$ cat config.mk
export PLATFORM = sky130hd
export DESIGN_NAME = usb_tx_sched
export DESIGN_NICKNAME = d
export VERILOG_FILES = /design/src/rtl/usb_tx_sched.sv
export SDC_FILE = /design/constraint.sdc
export NUM_CORES = 1
export LEC_CHECK = 0
export CORE_AREA = 2 2 62 79
export DETAILED_ROUTE_END_ITERATION = 12
export DIE_AREA = 0 0 64 81
export DONT_BUFFER_PORTS = 1
export PLACE_DENSITY = 0.73
export SYNTH_ARGS = -nofsm -noshare
export SYNTH_HDL_FRONTEND = slang
export SYNTH_SLANG_ARGS = --single-unit
$ cat constraint.sdc
create_clock -name clk -period 3.9 [get_ports clk]
set_clock_uncertainty 0.05 [all_clocks]
set_input_delay 0.78 -clock clk [delete_from_list [all_inputs] [get_ports clk]]
set_output_delay 0.78 -clock clk [all_outputs]
set_load 0.05 [all_outputs]
$ cat src/rtl/usb_tx_sched.sv
// rtl/usb_tx_sched.sv - USB TX scheduler: handshake/data arbitration, byte streaming, gap and watchdog
module usb_tx_sched #(
    parameter int GAP_CYCLES     = 16,
    parameter int TIMEOUT_CYCLES = 4096,
    parameter int MAX_SIZE       = 64
) (
    input  logic       clk,
    input  logic       rst,
    input  logic       hs_req,
    input  logic       hs_type,
    input  logic       data_req,
    input  logic [6:0] data_size,
    input  logic [7:0] data_byte,
    output logic       data_pop,
    output logic       hs_ack,
    output logic       data_ack,
    output logic       data_abort,
    output logic [1:0] tx_packet,
    output logic [6:0] tx_packet_data_size,
    output logic [7:0] tx_packet_data,
    input  logic       get_tx_packet,
    input  logic       tx_done,
    output logic       busy,
    output logic [2:0] err_flags,
    input  logic       err_clr
);

    localparam int WD_W  = (TIMEOUT_CYCLES > 1) ? $clog2(TIMEOUT_CYCLES) : 1;
    localparam int GAP_W = (GAP_CYCLES > 1) ? $clog2(GAP_CYCLES) : 1;

    localparam logic [WD_W-1:0]  WD_LAST   = WD_W'(TIMEOUT_CYCLES - 1);
    localparam logic [GAP_W-1:0] GAP_LAST  = GAP_W'(GAP_CYCLES - 1);
    localparam logic [6:0]       SIZE_MAX  = 7'(MAX_SIZE);

    localparam logic [1:0] PKT_NONE = 2'b00;
    localparam logic [1:0] PKT_DATA = 2'b01;
    localparam logic [1:0] PKT_ACK  = 2'b10;
    localparam logic [1:0] PKT_NAK  = 2'b11;

    typedef enum logic [1:0] {
        S_IDLE,
        S_LAUNCH,
        S_ACTIVE,
        S_GAP
    } state_t;

    state_t           state;
    logic [1:0]       kind;
    logic [6:0]       byte_cnt;
    logic [WD_W-1:0]  wd_cnt;
    logic [GAP_W-1:0] gap_cnt;

    logic       is_data;
    logic       active;
    logic       pull;
    logic       overrun;
    logic       underrun;
    logic       oversize;
    logic       timeout;
    logic [6:0] byte_cnt_next;
    logic [2:0] err_set;

    // tx_packet_data_size doubles as the latched packet size for byte accounting
    always_comb begin
        is_data        = (kind == PKT_DATA);
        active         = (state == S_ACTIVE);
        pull           = active && get_tx_packet;
        data_pop       = pull && is_data && (byte_cnt < tx_packet_data_size);
        overrun        = pull && !data_pop;
        byte_cnt_next  = byte_cnt + 7'(data_pop);
        underrun       = active && tx_done && is_data && (byte_cnt_next != tx_packet_data_size);
        oversize       = (state == S_IDLE) && !hs_req && data_req && (data_size > SIZE_MAX);
        timeout        = active && !tx_done && (wd_cnt == WD_LAST);
        err_set        = {timeout, underrun | oversize, overrun};
        tx_packet_data = (active && is_data) ? data_byte : 8'h00;
        busy           = (state != S_IDLE);
    end

    always_ff @(posedge clk) begin
        if (rst) begin
            state               <= S_IDLE;
            kind                <= PKT_NONE;
            byte_cnt            <= '0;
            wd_cnt              <= '0;
            gap_cnt             <= '0;
            hs_ack              <= 1'b0;
            data_ack            <= 1'b0;
            data_abort          <= 1'b0;
            tx_packet           <= PKT_NONE;
            tx_packet_data_size <= '0;
            err_flags           <= '0;
        end else begin
            // a fresh error in the clearing cycle survives the clear
            err_flags  <= (err_clr ? 3'b000 : err_flags) | err_set;
            hs_ack     <= 1'b0;
            data_ack   <= 1'b0;
            data_abort <= 1'b0;
            unique case (state)
                S_IDLE: begin
                    if (hs_req) begin
                        kind                <= hs_type ? PKT_NAK : PKT_ACK;
                        tx_packet           <= hs_type ? PKT_NAK : PKT_ACK;
                        tx_packet_data_size <= '0;
                        state               <= S_LAUNCH;
                    end else if (data_req) begin
                        kind                <= PKT_DATA;
                        tx_packet           <= PKT_DATA;
                        tx_packet_data_size <= (data_size > SIZE_MAX) ? SIZE_MAX : data_size;
                        state               <= S_LAUNCH;
                    end
                end
                S_LAUNCH: begin
                    tx_packet <= PKT_NONE;
                    byte_cnt  <= '0;
                    wd_cnt    <= '0;
                    state     <= S_ACTIVE;
                end
                S_ACTIVE: begin
                    byte_cnt <= byte_cnt_next;
                    wd_cnt   <= wd_cnt + WD_W'(1);
                    if (tx_done) begin
                        data_ack <= is_data;
                        hs_ack   <= !is_data;
                        gap_cnt  <= '0;
                        state    <= S_GAP;
                    end else if (timeout) begin
                        // a stalled handshake is released via hs_ack so the requester is not stuck
                        data_abort <= is_data;
                        hs_ack     <= !is_data;
                        gap_cnt    <= '0;
                        state      <= S_GAP;
                    end
                end
                S_GAP: begin
                    if (gap_cnt == GAP_LAST) begin
                        state <= S_IDLE;
                    end else begin
                        gap_cnt <= gap_cnt + GAP_W'(1);
                    end
                end
                default: state <= S_IDLE;
            endcase
        end
    end

endmodule

==> summary.md, run 1 <==
| Metric | Value |
|---|---|
| Ys Warns | `0` |
| Cell Rows | `28` |
| Reg-to-Reg Start | `byte_cnt[4]$_SDFFE_PP0P_` |
| Final min period | `3.50 ns` |
| PostCTS Resize Cnt | `0` |
| Detailed Route WL | `roughly 5000 um` |
| Post-synthesis sequential area ratio | `35.8%` |
| Cells after Synth | `282` |
| Clock tree sinks | `42` |
| Vias in the first global route | `~1,800` |
| Drt pass-1 iters | `4` |
| Die W | `about 64 um` |
| DRT antenna net count | `0` |
| Vias after detailed routing | `1,940` |
| Slew Viols, Final | `0` |
| Area of the multi-input gates | `roughly 1400 um2` |
| Setup repair after global routing missed its margin | `false` |
| Critical path type | `reg -> reg` |
| CTS H-Tree Depth | `2` |
| Crit share post-route | `approximately nine tenths` |
| Die extent in y | `a little over 80 um` |
| P_leak | `~1.0 nW` |
| P&R area growth vs syn | `7.57%` |
| Share of Yosys cell area claimed by the top area cell type | `between 30% and 40%` |
| Post-CTS Setup Inserts | `0` |
| Critical Path Start Type | `flop` |
| CP Data Arrival Time | `3.62 ns` |
| Crit-path max FO | `6` |
| Fmax achieved | `roughly 290 MHz` |
| First-pass GRT wire length | `~8000 um` |
| Iter 0 DRT Violations | `~200` |
| # fillers | `about 400` |
| Worst setup path start | `byte_cnt[4]$_SDFFE_PP0P_` |
| Max_cap viols | `0` |
| Routed len/inst | `approximately 14 um` |
| Power per cell area | `522 nW/um2` |
| HP Class | `reg -> reg` |
| Die area | `roughly 5200 um2` |
| Largest net degree at the start of global routing | `35` |
| Share of layout cells above drive strength 1 | `8.45%` |
| TritonCTS clock tree | `yes` |
| DR vias/cell | `about 5.6` |
| Synth area leaders | `dfxtp_1, ha_1, nor2_1, a21oi_1, nand2_1` |
| Core ar. | `between 4000 and 5000 um2` |
| I/O pins | `48` |
| Library cells used by synthesis | `44` |
| DRC viols | `0` |
| Post-CTS Hold Buffers | `0` |
| Worst r2r path cells | `12` |
| Reg2Reg Setup Slack | `0.40 ns` |
| Crit end category | `flop` |
| Routability cong. | `0.900` |
| Clock buffer depth | `2` |
| Comb pwr share | `a little over a third` |
| Sequential Power Share | `just under 40%` |
| Req. time, crit path | `approximately 4.0 ns` |
| Final hold violations | `0` |
| Initial core utilization | `between 50% and 60%` |
| Sw frac | `approximately two fifths` |
| HPWL after DPL | `approximately 3700 um` |
| Final Core Density | `a little under three fifths` |
| TritonCTS buffer count | `5` |
| Predominant post-synthesis flop cell | `dfxtp_1` |
| Status | `completed` |
| GRT Util Overall | `about 20%` |
| Register area | `841 um2` |
| Synth area leader | `dfxtp_1` |
| Final Setup Violations | `0` |
| Gr ovfl total | `0` |
| Clock slew at reported path FFs | `0.08 ns` |
| Sw power | `between 0.0005 and 0.0006 W` |
| Diodes inserted | `0` |
| Worst Tran Pin Value | `roughly 0.67 ns` |
| Commonest non-fill, non-tap cell in the layout | `dfxtp_1` |
| Mapped Area | `~2300 um2` |
| Crit path capture | `err_flags[1]$_SDFF_PP0_` |
| Internal | `0.000807 W` |
| Async set-or-reset flop fraction in the synthesized netlist | `0%` |
| Most frequent cells in the layout | `dfxtp_1, nor2_1, nand2_1` |
| Sum Neg Setup Slack | `0 ns` |
| R2R Path End | `err_flags[1]$_SDFF_PP0_` |
| Port Buf Inserts | `0` |
| Rel. slew slack | `between 50% and 60%` |
| Nets | `321` |
| CTS Root Cell | `clkbuf_8` |
| Clock share of power | `between 20% and 30%` |
| Synth Register Bits | `42` |
| Avg Inst Size Synth | `8.32 um2` |
| EDFF count, synth | `0` |
| Worst skew pair latency | `slightly below 0.3 ns` |
| Synthesized Nets | `320` |
| Max IR drop VDD | `0.219 mV` |
| Initial antenna violation count | `0` |
[cell type report]
cell class,count,share of cell area (%)
multi-input combinational,211,54.8
sequential,42,33.3
clock buffer,7,3.02
tap,60,2.97
timing repair buffer,9,2.68
inverter,14,2.08
clock inverter,1,1.19
[state kept, by name (all words and copies together) (netlist names), 2 cells and up]
signal / flops
err_flags: 3
kind: 2
wd_cnt: 12
tx_packet_data_size: 7
tx_packet: 2
state: 2
gap_cnt: 4
byte_cnt: 7
[worst max-delay path: stages (launching register included)]
cell and delay [ns]:
dfxtp_1 0.44, ha_1 0.28, a21o_1 0.16, a21o_1 0.18, a211o_1 0.28, a311oi_1 0.26, nor2b_4 0.20, ha_1 0.19
ha_1 0.22, nand3_1 0.18, or3_1 0.39, a2111oi_0 0.43, o22ai_1 0.11
[worst min-delay path by stage]
stage                            startpoint                      end  slack (ns)  depth (start not counted)
floorplan           gap_cnt[1]$_SDFFE_PP0P_  gap_cnt[1]$_SDFFE_PP0P_        0.39                          2
global placement    gap_cnt[1]$_SDFFE_PP0P_  gap_cnt[1]$_SDFFE_PP0P_        0.40                          2
detailed placement  gap_cnt[1]$_SDFFE_PP0P_  gap_cnt[1]$_SDFFE_PP0P_        0.41                          2
CTS                 gap_cnt[1]$_SDFFE_PP0P_  gap_cnt[1]$_SDFFE_PP0P_        0.42                          2
global route        gap_cnt[1]$_SDFFE_PP0P_  gap_cnt[1]$_SDFFE_PP0P_        0.45                          2
finish              gap_cnt[1]$_SDFFE_PP0P_  gap_cnt[1]$_SDFFE_PP0P_        0.42                          2
[stage by stage]
stage | cells | instance area, um2 | hold slack, ns | power, W | setup slack, ns
after detailed placement | 336 | 2420 | 0.413 | 0.000990 | 0.417
after global placement | 336 | 2420 | 0.402 | 0.000986 | 0.566
after floorplan | 282 | 2350 | 0.394 | 0.000921 | 0.0398
after CTS | 344 | 2520 | 0.423 | 0.00133 | 0.427
after global routing | 344 | 2520 | 0.455 | 0.00140 | 0.121
final | 344 | 2520 | 0.424 | 0.00132 | 0.397
[synthesized netlist by cell type (2+ instances only)]
cell	number
nor2_1	31
o21ai_0	8
o22ai_1	4
buf_6	2
and2_1	2
inv_1	14
nand3_1	13
nand2b_1	6
a21oi_1	20
nor3_1	5
or3_1	2
dfxtp_1	42
clkbuf_1	12
nand3b_1	4
a22oi_1	8
o311ai_0	2
nand4_1	5
a31oi_1	2
a21o_1	6
nor2b_1	4
xnor2_1	9
xor2_1	8
a311oi_1	2
nor4_1	2
nand2_1	22
ha_1	15
and3_1	12
nor3b_1	3
a311oi_2	2
[power groups by stage]
stage | registers [W] | logic, W | clock network (W)
floorplan | 0.000535 | 0.000385 | 0
global placement | 0.000524 | 0.000461 | 0
detailed placement | 0.000525 | 0.000465 | 0
CTS | 0.000516 | 0.000469 | 0.000346
global route | 0.000520 | 0.000515 | 0.000365
finish | 0.000515 | 0.000466 | 0.000337
[kinds of logic after synthesis]
group / Yosys count / share of synthesized area, %
adder cells (fa/ha/maj): 15 / 8.00
buffers and inverters: 29 / 5.60
multiplexers: 1 / 0.426
AO/OA/AOI/OAI: 62 / 17.7
XOR/XNOR: 17 / 6.34
flip-flops: 42 / 35.8
AND/OR/NAND/NOR: 116 / 26.1
[metal layers]
metal | GRT usage, % | vias up | share of wire (%)
li1 | - | 1002 | -
met1 | 23.4 | 877 | 42
met2 | 35.2 | 48 | 50
met3 | 4.57 | 13 | 4.8
met4 | 11.3 | 0 | 3.6
met5 | 0 | - | 0
Power figures use the tool's default switching activity.
==> run 2, diff against run 1 <==
==> config.mk (replaced) <==
export PLATFORM = sky130hd
export DESIGN_NAME = usb_tx_sched
export DESIGN_NICKNAME = d
export VERILOG_FILES = /design/src/rtl/usb_tx_sched.sv
export SDC_FILE = /design/constraint.sdc
export NUM_CORES = 1
export LEC_CHECK = 0
export ABC_AREA = 1
export CORE_AREA = 2 2 74 93
export DETAILED_ROUTE_END_ITERATION = 12
export DIE_AREA = 0 0 76 95
export DONT_BUFFER_PORTS = 1
export PLACE_DENSITY = 0.56
export SYNTH_ARGS = -nofsm -noshare
export SYNTH_HDL_FRONTEND = slang
export SYNTH_SLANG_ARGS = --single-unit
==> run 2 against run 1 <==
  * Highest routed layer unchanged
  * Largest cell class unchanged
  * Critical path depth down 8
  * Global-route usage shrank 4.5 points
  * Sequential share of layout area decreased by 1.1 points
  * Count of clock-buffer cells in the layout fell by 1
  * Flip-flop and latch count stayed put
==> summary.md, run 2 <==
| Metric | Value |
|---|---|
| Gr ovfl total | `0` |
| Status | `completed` |
| Vias in the first global route | `slightly below 2,000` |
| Slew Viols, Final | `0` |
| Largest register FFs | `12` |
| Most frequent cells in the layout | `nand2_1, inv_1, dfxtp_1` |
| Port Buf Inserts | `0` |
| Peak per-stage delay on the critical path | `between 0.7 and 0.8 ns` |
| First-pass GRT wire length | `9070 um` |
| Largest regs | `wd_cnt: 12 flops, byte_cnt: 7 flops, tx_packet_data_size: 7 flops` |
| Sw power | `0.000567 W` |
| Routability cong. | `between 0.9 and 1` |
| Post-CTS Setup Inserts | `0` |
| TritonCTS clock tree | `yes` |
| Cell Rows | `33` |
| Critical path type | `reg -> out` |
| Initial antenna violation count | `0` |
| Die extent in y | `around 95 um` |
| Core ar. | `roughly 6400 um2` |
| Rel. slew slack | `just over 40%` |
| Clock share of power | `approximately 26%` |
| Ys Warns | `0` |
| Nets | `roughly 380` |
| Worst skew pair latency | `about 0.3 ns` |
| EDFF count, synth | `0` |
| Sequential Power Share | `about two fifths` |
| Non-Filler Instances | `about 430` |
| DRC viols | `0` |
| Die area | `7220 um2` |
| Placed cells | `approximately 420` |
| Final hold violations | `0` |
| Clock buffer depth | `2` |
| I/O pins | `48` |
| HP Class | `reg -> reg` |
| Clock tree sinks | `42` |
| Synth area leaders | `dfxtp_1, nand2_1, ha_1, inv_1, nand3_1` |
| Synth area leader | `dfxtp_1` |
| # fillers | `between 600 and 700` |
| Req. time, crit path | `just over 3 ns` |
| Clock slew at reported path FFs | `0.08 ns` |
| GRT Util Overall | `15.9%` |
| Most frequent cell after synthesis | `nand2_1` |
| DRT antenna net count | `0` |
| Power per cell area | `around 530 nW/um2` |
| Commonest non-fill, non-tap cell in the layout | `nand2_1` |
| Comb pwr share | `34.9%` |
| P_leak | `1.08 nW` |
| Max IR drop VDD | `between 0.2 and 0.25 mV` |
| Cells after Synth | `between 300 and 400` |
| Die W | `around 76 um` |
| Synth Register Bits | `42` |
| Sum Neg Setup Slack | `0 ns` |
| Routed len/inst | `~13 um` |
| Synth cell count leaders | `nand2_1, dfxtp_1, inv_1` |
| Setup repair after global routing missed its margin | `false` |
| CTS Root Cell | `clkbuf_8` |
| Share of Yosys cell area claimed by the top area cell type | `a little over a third` |
| Largest net degree at the start of global routing | `25` |
| HPWL after DPL | `between 4000 and 5000 um` |
| Crit end category | `output pin` |
| Fmax achieved | `about 340 MHz` |
| Worst path cell trace | `inv_1, ha_1, nand2_1, nor2_1` |
| Slowest CP cell | `nor2_1` |
| Predominant post-synthesis flop cell | `dfxtp_1` |
| Reg2Reg Setup Slack | `between 0.9 and 1 ns` |
| Crit-path max FO | `9` |
| Drt pass-1 iters | `4` |
| Library cells used by synthesis | `34` |
| Diodes inserted | `0` |
| Post-synthesis sequential area ratio | `35.8%` |
| Detailed Route WL | `about 5500 um` |
| Mapped Area | `roughly 2300 um2` |
| Crit share post-route | `roughly 75%` |
| Sw frac | `41.3%` |
| Final Setup Violations | `0` |
| CP Data Arrival Time | `2.09 ns` |
| Final min period | `roughly 2.9 ns` |
| DR vias/cell | `4.83` |
| TritonCTS buffer count | `5` |
| Share of layout cells above drive strength 1 | `between 10% and 20%` |
| PostCTS Resize Cnt | `0` |
| Register with the highest flop count | `wd_cnt` |
| Internal | `0.000807 W` |
| Initial core utilization | `approximately 37%` |
| Worst Tran Pin Value | `between 0.8 and 0.9 ns` |
| CTS H-Tree Depth | `2` |
| Post-CTS Hold Buffers | `0` |
| Critical Path Start Type | `flop` |
| Synthesized Nets | `about 370` |
| Async set-or-reset flop fraction in the synthesized netlist | `0%` |
| Avg Inst Size Synth | `7.10 um2` |
| Max_cap viols | `0` |
| Iter 0 DRT Violations | `61` |
| Vias after detailed routing | `around 2,100` |
| Fin worst setup slack | `between 0.9 and 1 ns` |
| P&R area growth vs syn | `11.0%` |
| Dpl ws | `a little under 1 ns` |
-- run 2: power groups by stage --
stage | combinational (W) | clock [W] | sequential [W]
after CTS | 0.000485 | 0.000369 | 0.000539
after detailed placement | 0.000483 | 0 | 0.000549
after global routing | 0.000538 | 0.000380 | 0.000545
after global placement | 0.000483 | 0 | 0.000549
final | 0.000480 | 0.000356 | 0.000538
after floorplan | 0.000380 | 0 | 0.000559
-- run 2: critical path: cells and delay by family, from the launching register on --
kind                       cells  cell delay [ns]
DFF                            1             0.34
and+or+nand+nor                2             1.00
buffers and inverters          1             0.11
adders and majority gates      1             0.34
-- run 2: final cells by class --
type	instances	area (um2)	area share, %
Multi-Input combinational cell	238	1310	50.3
Sequential cell	42	841	32.2
Inverter	46	173	6.62
Tap cell	87	109	4.17
Clock buffer	6	82.6	3.17
Timing Repair Buffer	8	60.1	2.30
Clock inverter	1	30.0	1.15
-- run 2: worst paths after layout --
check,startpoint,to,cells after the start
worst max-delay path,state[0]$_SDFFE_PP0P_,tx_packet_data[6],4
worst min-delay path,kind[1]$_SDFFE_PP0P_,kind[1]$_SDFFE_PP0P_,2
worst max register to register,tx_packet_data_size[2]$_SDFFE_PP0P_,err_flags[1]$_SDFF_PP0_,19
worst min register to register,kind[1]$_SDFFE_PP0P_,kind[1]$_SDFFE_PP0P_,2
-- run 2: routing by layer --
| layer | vias up | global-route usage [%] | routed length (um) |
|---|---|---|---|
| met3 | 9 | 3.92 | 225 |
| met1 | 926 | 17.3 | 2340 |
| met4 | 0 | 6.82 | 108 |
| li1 | 1095 | - | - |
| met5 | - | 0 | 0 |
| met2 | 36 | 29.6 | 2820 |
-- run 2: metrics by stage --
stage	area [um2]	util (%)	hold slack, ns	power, W
global placement	2490	39.0	0.395	0.00103
detailed placement	2490	39.0	0.402	0.00103
CTS	2610	40.7	0.412	0.00139
floorplan	2350	-	0.390	0.000939
global route	2610	40.7	0.434	0.00146
finish	2610	40.7	0.410	0.00137
-- run 2: kinds of logic after synthesis --
| family | Yosys count | synth area share, % |
|---|---|---|
| buffers and inverters | 51 | 8.52 |
| adders and majority gates | 15 | 7.99 |
| DFF | 42 | 35.8 |
| and+or+nand+nor | 169 | 33.1 |
| AOI/OAI and AO/OA | 46 | 11.6 |
| xor gates and xnor gates | 8 | 2.98 |
